File: config.mk
export PLATFORM = sky130hd
export DESIGN_NAME = pc_sequencer
export DESIGN_NICKNAME = d
export VERILOG_FILES = /design/src/rtl/pc_seq_pkg.sv /design/src/rtl/pc_sequencer_ret_stack.sv /design/src/rtl/pc_sequencer.sv
export SDC_FILE = /design/constraint.sdc
export NUM_CORES = 1
export LEC_CHECK = 0
export CAP_MARGIN = 30
export CORE_MARGIN = 3
export CORE_UTILIZATION = 54
export DETAILED_ROUTE_END_ITERATION = 12
export PLACE_DENSITY = 0.78
export SLEW_MARGIN = 0
export SYNTH_ARGS = -nofsm -noshare
export SYNTH_HDL_FRONTEND = slang
export SYNTH_SLANG_ARGS = --single-unit
File: constraint.sdc
create_clock -name clk -period 2.9 [get_ports clk]
set_clock_uncertainty 0.15 [all_clocks]
set_input_delay 0.435 -clock clk [delete_from_list [all_inputs] [get_ports clk]]
set_output_delay 0.435 -clock clk [all_outputs]
set_load 0.02 [all_outputs]
File: src/rtl/pc_seq_pkg.sv
// Shared definitions for the fetch-stage PC sequencer: next-PC command encodings.
package pc_seq_pkg;

    localparam int unsigned OP_W = 3;

    localparam logic [OP_W-1:0] OP_INC    = OP_W'(0);
    localparam logic [OP_W-1:0] OP_HOLD   = OP_W'(1);
    localparam logic [OP_W-1:0] OP_BRANCH = OP_W'(2);
    localparam logic [OP_W-1:0] OP_JUMP   = OP_W'(3);
    localparam logic [OP_W-1:0] OP_CALL   = OP_W'(4);
    localparam logic [OP_W-1:0] OP_RET    = OP_W'(5);

endpackage

File: src/rtl/pc_sequencer_ret_stack.sv
// Return-address LIFO: push writes at sp, top-of-stack read is combinational from sp-1.
module ret_stack #(
    parameter int unsigned W     = 8,
    parameter int unsigned DEPTH = 4,
    parameter int unsigned PTR_W = 3
) (
    input  logic         clk,
    input  logic         rst,
    input  logic         push,
    input  logic         pop,
    input  logic [W-1:0] wdata,
    output logic [W-1:0] rdata,
    output logic         empty,
    output logic         full
);

    localparam int unsigned IDX_W = (DEPTH > 1) ? $clog2(DEPTH) : 1;

    logic [W-1:0]     mem [DEPTH];
    logic [PTR_W-1:0] sp;
    logic [IDX_W-1:0] wr_idx;
    logic [IDX_W-1:0] rd_idx;
    logic             do_push;
    logic             do_pop;

    assign empty   = (sp == '0);
    assign full    = (sp == PTR_W'(DEPTH));
    assign do_push = push && !full;
    assign do_pop  = pop && !empty;
    assign wr_idx  = IDX_W'(sp);
    assign rd_idx  = IDX_W'(sp - PTR_W'(1));
    assign rdata   = mem[rd_idx];

    always_ff @(posedge clk or posedge rst) begin
        if (rst) begin
            sp <= '0;
        end else if (do_push) begin
            sp <= sp + PTR_W'(1);
        end else if (do_pop) begin
            sp <= sp - PTR_W'(1);
        end
    end

    // Entries need no reset; only sp defines which are live.
    always_ff @(posedge clk) begin
        if (do_push) begin
            mem[wr_idx] <= wdata;
        end
    end

endmodule

File: src/rtl/pc_sequencer.sv
// Fetch-stage program counter: step/branch/jump/call/return with stall and sticky stack error flags.
module pc_sequencer
    import pc_seq_pkg::*;
#(
    parameter int unsigned           PC_W      = 8,
    parameter int unsigned           STEP      = 1,
    parameter logic [PC_W-1:0]       RESET_VEC = '0,
    parameter int unsigned           STK_DEPTH = 4,
    parameter int unsigned           STK_PTR_W = 3
) (
    input  logic            clk,
    input  logic            rst,
    input  logic            stall,
    input  logic [OP_W-1:0] op,
    input  logic [PC_W-1:0] offset,
    input  logic [PC_W-1:0] target,
    output logic [PC_W-1:0] pc,
    output logic [PC_W-1:0] pc_seq,
    output logic            stk_empty,
    output logic            stk_full,
    output logic            stk_ovf,
    output logic            stk_unf
);

    logic [PC_W-1:0] pc_next;
    logic [PC_W-1:0] stk_top;
    logic            push;
    logic            pop;
    logic            ovf_set;
    logic            unf_set;

    assign pc_seq = pc + PC_W'(STEP);

    ret_stack #(
        .W    (PC_W),
        .DEPTH(STK_DEPTH),
        .PTR_W(STK_PTR_W)
    ) u_stack (
        .clk  (clk),
        .rst  (rst),
        .push (push),
        .pop  (pop),
        .wdata(pc_seq),
        .rdata(stk_top),
        .empty(stk_empty),
        .full (stk_full)
    );

    // Next-PC selection; stall suppresses every state change including stack traffic.
    always_comb begin
        pc_next = pc;
        push    = 1'b0;
        pop     = 1'b0;
        ovf_set = 1'b0;
        unf_set = 1'b0;
        if (!stall) begin
            case (op)
                OP_HOLD:   pc_next = pc;
                OP_BRANCH: pc_next = pc + offset;
                OP_JUMP:   pc_next = target;
                OP_CALL: begin
                    pc_next = target;
                    if (stk_full) begin
                        ovf_set = 1'b1;
                    end else begin
                        push = 1'b1;
                    end
                end
                OP_RET: begin
                    if (stk_empty) begin
                        pc_next = pc_seq;
                        unf_set = 1'b1;
                    end else begin
                        pc_next = stk_top;
                        pop     = 1'b1;
                    end
                end
                default:   pc_next = pc_seq;
            endcase
        end
    end

    always_ff @(posedge clk or posedge rst) begin
        if (rst) begin
            pc      <= RESET_VEC;
            stk_ovf <= 1'b0;
            stk_unf <= 1'b0;
        end else begin
            pc <= pc_next;
            if (ovf_set) begin
                stk_ovf <= 1'b1;
            end
            if (unf_set) begin
                stk_unf <= 1'b1;
            end
        end
    end

endmodule

# Word-level counts from Yosys, hierarchy flattened
# Memory sizes are Yosys's and may differ from the RTL's.
# Index checks and enable logic that the tools add are counted.
dict set report word_totals {
  latchBits 0
  elab_cells 43
  output_inout_bits 20
  mem_count 1
  romBits 0
  register_bits 13
  mem_bits_rw 32
  input_bits 22
}
# name depth word_bits read_ports rd_clocked_by_memory_dff wr line_no
set mem_list {}
lappend mem_list {u_stack.mem 4 8 1 0 1 pc_sequencer_ret_stack.sv:19} ;# logic [W-1:0] mem [DEPTH];
dict set report classes {
  mul 0
  n_lt_le_gt_ge 0
  bitwise_logic 2
  n_eq_ne 6
  n_div 0
  reduce_logical 8
  add_sub_neg 4
  mux 18
  shift 0
}
# cell n
set ops {}
lappend ops {{one-hot mux 8 bit (4 select lines)} 1}
lappend ops {{two-way mux 1 bit} 14}
lappend ops {{== test 3 bit, second input constant} 3}
lappend ops {{adder 8 x 1 -> 8 bit, second input constant} 1}
lappend ops {{adder 8 bit} 1}
lappend ops {{two-way mux 8 bit} 1}
lappend ops {{== test 3 x 2 -> 1 bit, second input constant} 2}
lappend ops {{two-way mux 3 bit} 2}
lappend ops {{adder 3 x 1 -> 3 bit, second input constant} 1}
lappend ops {{== test 3 x 1 -> 1 bit, second input constant} 1}
lappend ops {{zero test 3 bit} 1}
lappend ops {{subtractor 3 x 1 -> 3 bit, second input constant} 1}
lappend ops {{logical AND 1 bit} 2}
lappend ops {{zero test 1 bit} 2}
lappend ops {{NOT 1 bit} 2}
lappend ops {{AND reduction 2 bit} 1}
lappend ops {{nonzero test 2 bit} 1}
lappend ops {{OR reduction 2 bit} 1}

# Logic depth before layout (Yosys ltp)
# Gate-level depths: netlist of run 1.
dict set report depth {
  word_depth 7
  depth_mapped 9
  ltp_nobuf 8
}

# Modules after synthesis
# Synthesis of run 1 repeated with hierarchy kept, for this count alone.
dict set report hier_totals {
  cells_unflattened 216
  area_unflattened_um2 2606.2
}
# mod cells_each seq_area_each_um2 instances area_each_um2
set modules_own_cells {}
lappend modules_own_cells {ret_stack 74 1036.0 1 1453.9}
lappend modules_own_cells {pc_sequencer 142 250.2 1 1152.4}

# Worst setup path after synthesis of run 1
# No wires, ideal clock.
dict set report synth_timing {
  path_type {register -> register}
  from {register u_stack.sp[0]}
  to {register pc[6]}
  stages_incl_launch_ff 9
  path_slack_ps 567
  synth_period_minus_slack_ps 2333
  path_buffers 2
  t_arrival_ps 2055
  t_required_ps 2621
  setup_time_ps 129
  cell_sequence {dfrtp_1 -> buf_6 -> inv_1 -> ha_1 -> clkbuf_1 -> mux4_2 -> a221o_1 -> a221oi_2 -> a21oi_1}
}
dict set report synth_via {
  elab_chain_cells 4
  word_cells_on_any_way 5
  classes_between {add/sub: 1; mux: 2; reduce/logical: 1; memory: 1}
}
# item line_no
set synth_rtl {}
lappend synth_rtl {{start: declaration} pc_sequencer_ret_stack.sv:20} ;# logic [PTR_W-1:0] sp;
lappend synth_rtl {{start signal: assignment} pc_sequencer_ret_stack.sv:38} ;# sp <= sp + PTR_W'(1);
lappend synth_rtl {{start signal: assignment} pc_sequencer_ret_stack.sv:40} ;# sp <= sp - PTR_W'(1);
lappend synth_rtl {{subtractor 3 x 1 -> 3 bit} pc_sequencer_ret_stack.sv:31} ;# assign rd_idx = IDX_W'(sp - PTR_W'(1));
lappend synth_rtl {{memory read (4 x 8 bit)} n/a}
lappend synth_rtl {{two-way mux 8 bit (*)} pc_sequencer.sv:70} ;# if (stk_empty) begin
lappend synth_rtl {{one-hot mux 8 bit (4 select lines) (*)} pc_sequencer.sv:57} ;# case (op)
lappend synth_rtl {{end signal: assignment} pc_sequencer.sv:89} ;# pc <= pc_next;
lappend synth_rtl {{end: declaration} pc_sequencer.sv:17} ;# output logic [PC_W-1:0] pc,
# Mark *: on every way between the ends. The rest lies on a longest branch, timed or not.
# A chain may end at the register's enable or synchronous reset.

# Final worst setup path of run 1
dict set report layout_timing {
  from {register pc[0]}
  to {output port pc_seq[2]}
}
dict set report layout_via {
  elab_chain_cells 1
}
# item line_no
set layout_rtl {}
lappend layout_rtl {{adder 8 x 1 -> 8 bit} pc_sequencer.sv:32} ;# assign pc_seq = pc + PC_W'(STEP);
lappend layout_rtl {{end: declaration} pc_sequencer.sv:18} ;# output logic [PC_W-1:0] pc_seq,
# Every way passes these cells.

==> results of run 1 <==
## per-stage QoR
stage	power (mW)	setup slack, ns	cells	utilization
after floorplan	1.697	0.5665	240	-
after global placement	2.164	0.1872	350	0.6771
after detailed placement	2.187	0.1250	350	0.6771
after CTS	2.614	0.03071	358	0.6984
after global routing	2.767	0.06116	358	0.7016
final	2.602	0.1652	358	0.7016
## worst min path at each step
stage | endpoint | slack (ns) | cells past startpoint
after floorplan | pc[0] | 0.16 | 1
after global placement | stk_unf | 0.31 | 2
after detailed placement | stk_ovf | 0.31 | 1
after CTS | pc[7] | 0.33 | 2
after global routing | stk_ovf | 0.34 | 1
final | pc[2] | 0.32 | 2
## sequential cells by signal, summed over array words and instances (netlist names)
signal and cells:
u_stack.mem 32, pc 8, u_stack.sp 3, stk_ovf 1, stk_unf 1
## power by group through the flow
| stage | sequential, mW | combinational, mW | clock (mW) |
|---|---|---|---|
| after floorplan | 0.943 | 0.753 | 0 |
| after global placement | 0.900 | 1.26 | 0 |
| after detailed placement | 0.902 | 1.29 | 0 |
| after CTS | 0.888 | 1.29 | 0.432 |
| after global routing | 0.900 | 1.40 | 0.467 |
| final | 0.891 | 1.29 | 0.420 |
## cell usage after synthesis, types with 4 or more instances
| cell type | count | share of area |
|---|---|---|
| o21a_1 | 5 | 0.014 |
| mux4_1 | 7 | 0.068 |
| clkbuf_1 | 4 | 0.0056 |
| o21ai_0 | 19 | 0.035 |
| and2_1 | 5 | 0.012 |
| xor2_1 | 7 | 0.023 |
| nor2_1 | 16 | 0.022 |
| ha_1 | 13 | 0.060 |
| nand2b_1 | 8 | 0.019 |
| a221oi_1 | 5 | 0.016 |
| nand3_1 | 5 | 0.0093 |
| nand2_1 | 19 | 0.027 |
| edfxtp_1 | 32 | 0.36 |
| inv_1 | 15 | 0.021 |
| o22ai_1 | 9 | 0.021 |
| a21oi_1 | 14 | 0.026 |
| dfrtp_1 | 13 | 0.12 |
| buf_2 | 4 | 0.0074 |
## final cells by class
| cell class | count | area (um^2) |
|---|---|---|
| clock inverters | 3 | 28.78 |
| repair buffers | 53 | 504.2 |
| multi-input cells | 170 | 1308 |
| well taps | 67 | 83.83 |
| flip-flops and latches | 45 | 1286 |
| inverters | 15 | 56.30 |
| clock buffers | 5 | 68.82 |
| fillers | 363 | 1419 |
## timing repair
item,4_1_cts,5_1_grt
setup buffers,0,0
setup endpoints to repair,2,3
resized for setup,2,4
## kinds of logic (layout without fill, tap and decap cells)
kind of cell	count (synthesis)	count (layout)	synth area share
and+or+nand+nor	65	65	0.1229
adders and majority gates	14	14	0.06794
AOI/OAI and AO/OA	70	70	0.1694
xor gates and xnor gates	10	10	0.03258
buffers and inverters	25	76	0.04095
DFF	45	45	0.4784
muxes	11	11	0.08795
## layer usage
metal	vias up	wire (um)	global-route usage
li1	996	-	-
met1	1002	2809	0.3001
met2	58	2985	0.3524
met3	8	287	0.06028
met4	0	82	0.06159
met5	-	0	0
==> impl_metrics.ini, run 1 <==
[grt]
grt_antenna_before_repair = 0
first_global_vias = 1991
grt_pass1_wl_um = 10160
grt_start_max_net_pins = 18
grtUsageTotal = 0.2215
overflow = 0

[routing]
drc_errors = 0
wl_per_cell_um = 17.22
ant_nets = 0
dr.first_iter.drc_count = 183
vias = 2064
viasPerCell = 5.765
drt_first_pass_iters = 4
wirelength_um = 6164

[worst_setup_path]
worstPathMaxFanout = 7
path_buf_inv = 1
r2r_cells = 8
r2r_end = pc[6]
crit-reg2reg-launch = pc[0]
critPathRequiredTime_ns = 2.32
crit_path_max_incr_delay_ns = 0.69
end_kind = output pin
worstSetupPathType = reg -> out
cp.depth = 3
crit_arrival_ns = 2.15
cp-startpoint = pc[0]
cpMaxStageDelayCell = clkdlybuf4s50_1
critPathTopFamily = buffers and inverters
crit_end = pc_seq[2]
path_cells = ha_1 -> xor2_1 -> clkdlybuf4s50_1
reg2reg_setup_slack_ns = 0.49
crit_path_start_kind = flip-flop

[pwr]
internal-power_mw = 1.583
netSwitchingFraction = 0.3916
p_seq_frac = 0.343
p_comb_frac = 0.496
pwr-share-clk = 0.162
p_sw_mw = 1.019
p_leak_nw = 1.305
ir_worst_vdd_v = 0.0004994
power.density_nw_per_um2 = 780.1

[clock_network]
cts.htree.levels = 2
path_clk_slew_ns = 0.10
root_buffer = clkbuf_8
numCtsBuffers = 5
cts_tree = yes
ctsLongestPathBuffers = 2
clk-insertion-delay-late_ns = 0.31
cts_sinks = 45
hold_buffers = 0

[synthesis]
ys_types = 45
synth_nets = 276
ys_seq_area_frac = 0.4784
synth_edf_count = 32
ys_ff_latch = 45
syn_area_um2 = 2689
ys.flop_type = edfxtp_1
netlist_instances = 240
async_flop_share = 0.2889
postSynthAreaPerCell_um2 = 11.20
ys_warn_count = 0

[timing]
fin_crit_sh = 0.9430
fin_crit_ns = 2.735
grt_setup_unrepaired = no
tightest_slew_ns = 0.5839
fin_tns_setup_ns = 0
slew_headroom = 0.6103
final_hold_viol_count = 0
setup_viol = 0
timing.fmax_ghz = 0.3657
holdWs_ns = 0.3242
report.final.slew_viol_count = 0

[cells_and_area]
fin_area_um2 = 3336
drive_above_1_share = 0.09966
finalNetCount = 326
final_cell_mix = clkdlybuf4s50_1, edfxtp_1, nand2_1, o21ai_0
final_common_cell = clkdlybuf4s50_1
n_antenna_cell = 0
area_growth_pct = 24.06

[outcome]
status = finished, final reports clean

[placed_design]
io_buffer_count = 41
hpwl_um = 4626
postPlaceCellArea_um2 = 3219
place_congestion = 0.8880

[min_path]
min_path_type = in -> async

[die]
dieArea_um2 = 5862
num_rows = 25
die_w_um = 76.57
die_height_um = 76.57
io-pin-count = 42
initial_core_util = 0.5655
coreArea_um2 = 4755

[job]
drv_cap = 0
Power figures use the tool's default switching activity.
==> run 2, diff against run 1 <==
--- a/config.mk
+++ b/config.mk
@@ -5,8 +5,7 @@
 export SDC_FILE = /design/constraint.sdc
 export NUM_CORES = 1
 export LEC_CHECK = 0
-export CAP_MARGIN = 30
-export CORE_MARGIN = 3
+export CAP_MARGIN = 15
 export CORE_UTILIZATION = 54
 export DETAILED_ROUTE_END_ITERATION = 12
 export PLACE_DENSITY = 0.78
==> run 2 against run 1 <==
  * Cell count shrank 0.56%
  * Combinational power about the same
  * Die area down 10%
  * Clock-buffer cell count is 1 higher
  * Sequential cell count unchanged
  * Critical path depth is the same
  * Cell area increased by 0.23%
  * Largest power group unchanged
==> impl_metrics.ini, run 2 (synthesized netlist as in run 1, its figures left out) <==
[outcome]
status = finished, final reports clean

[placed_design]
place_inst = 348
hpwl_um = 4624
place_congestion = 0.8676
post-place-ws_ns = 0.1358
io_buffer_count = 41

[clock_network]
hold_buffers = 0
cts_tree = yes
path_clk_slew_ns = 0.08
clk-insertion-delay-late_ns = 0.29
cts_sinks = 45
numCtsBuffers = 5
ctsLongestPathBuffers = 2
root_buffer = clkbuf_8
cts.htree.levels = 2
postCtsSetupBuffers = 0

[cells_and_area]
reg_top3 = u_stack.mem x32, pc x8, u_stack.sp x3
nFillCells = 363
area_growth_pct = 24.34
n_antenna_cell = 0
drive_above_1_share = 0.1003
finalNetCount = 324
stdcell_count = 356
top_register = u_stack.mem
final_cell_mix = clkdlybuf4s50_1, edfxtp_1, nand2_1, o21ai_0, nor2_1
largest_reg_flops = 32
final_common_cell = clkdlybuf4s50_1

[grt]
grt_start_max_net_pins = 15
first_global_vias = 1999
grt_antenna_before_repair = 0
grtUsageTotal = 0.2530
grt_pass1_wl_um = 9880
overflow = 0

[pwr]
power.density_nw_per_um2 = 796.0
ir_worst_vdd_v = 0.0005406
p_leak_nw = 1.288
total_power_mw = 2.661

[timing]
fin_crit_ns = 2.797
final_hold_viol_count = 0
setup_viol = 0
timing.final.ws_setup_ns = 0.1028
timing.fmax_ghz = 0.3575
slew_headroom = 0.6216
fin_tns_setup_ns = 0
fin_crit_sh = 0.9645
report.final.slew_viol_count = 0
tightest_slew_ns = 0.5670
holdWs_ns = 0.3384

[worst_setup_path]
crit_path_max_incr_delay_ns = 0.72
crit_path_start_kind = flip-flop
cpMaxStageDelayCell = clkdlybuf4s50_1
crit_arrival_ns = 2.21
path_cells = ha_2 -> xor2_1 -> clkdlybuf4s50_1
worstPathMaxFanout = 7
path_buf_inv = 1
end_kind = output pin
critPathTopFamily = buffers and inverters
critPathRequiredTime_ns = 2.32
worstSetupPathType = reg -> out

[die]
die_w_um = 72.57
initial_core_util = 0.5655
dieArea_um2 = 5266
die_height_um = 72.57
num_rows = 25
io-pin-count = 42
coreArea_um2 = 4755

[routing]
dr.first_iter.drc_count = 243
drc_errors = 0
vias = 2097
wl_per_cell_um = 17.56
wirelength_um = 6252
ant_nets = 0
viasPerCell = 5.890
drt_first_pass_iters = 5

[job]
drv_cap = 0

[min_path]
min_path_type = reg -> reg
==> run 2: cell types whose count changed in the layout (fill, tap and decap cells not counted), sizes merged <==
cell,change
buf,-2
dlygate4sd2,-1
inv,-3
clkbuf,+1
clkinv,+1
clkdlybuf4s50,+2
dlymetal6s2s,-1
bufinv,+1
==> run 2: layout make-up <==
| cell class | instances | area [um^2] | area share |
|---|---|---|---|
| clock buffers | 6 | 72.57 | 0.02171 |
| clock inverters | 2 | 38.79 | 0.01160 |
| inverters | 15 | 56.30 | 0.01684 |
| multi-input cells | 170 | 1315 | 0.3933 |
| flip-flops and latches | 45 | 1289 | 0.3855 |
| well taps | 67 | 83.83 | 0.02507 |
| repair buffers | 51 | 488.0 | 0.1460 |
==> run 2: worst min-delay path, stage by stage, from the launching register on <==
cell and delay [ns]:
dfrtp_1 0.36, inv_1 0.04, o31ai_1 0.05
==> run 2: worst paths after layout <==
kind                         start         to  slack, ns  cells past startpoint
min in group asynchronous      rst      pc[3]       0.35                      2
min reg2reg                stk_unf    stk_unf       0.34                      2
min                        stk_unf    stk_unf       0.34                      2
max reg2reg                  pc[0]      pc[6]       0.55                      8
max                          pc[0]  pc_seq[2]       0.10                      3
max in group asynchronous      rst      pc[1]       1.85                      2
==> run 2: stage by stage <==
| stage | instance area (um^2) | utilization |
|---|---|---|
| floorplan | 2689 | - |
| global placement | 3204 | 0.6739 |
| detailed placement | 3204 | 0.6739 |
| CTS | 3321 | 0.6984 |
| global route | 3343 | 0.7032 |
| finish | 3343 | 0.7032 |
==> run 2: layer usage <==
metal  GRT usage  routed length (um)  part of all wire  up-vias
met1      0.3429                2737              0.44     1024
li1            -                   -                 -      994
met3     0.03611                 277             0.044        4
met4     0.07625                  53            0.0085        0
met5           0                   0                 0        -
met2      0.4247                3184              0.51       75
==> run 2: timing repair <==
action / 4_1_cts / 5_1_grt
resized for setup: 1 / 6
endpoints found under the setup margin: 1 / 4
cloned: 0 / 0
==> run 2: report_power, final <==
group	switching, mW	internal (mW)	total, mW
Clock	0.214	0.259	0.473
Combinational	0.699	0.582	1.28
Sequential	0.0904	0.816	0.906
Total	1.00	1.66	2.66
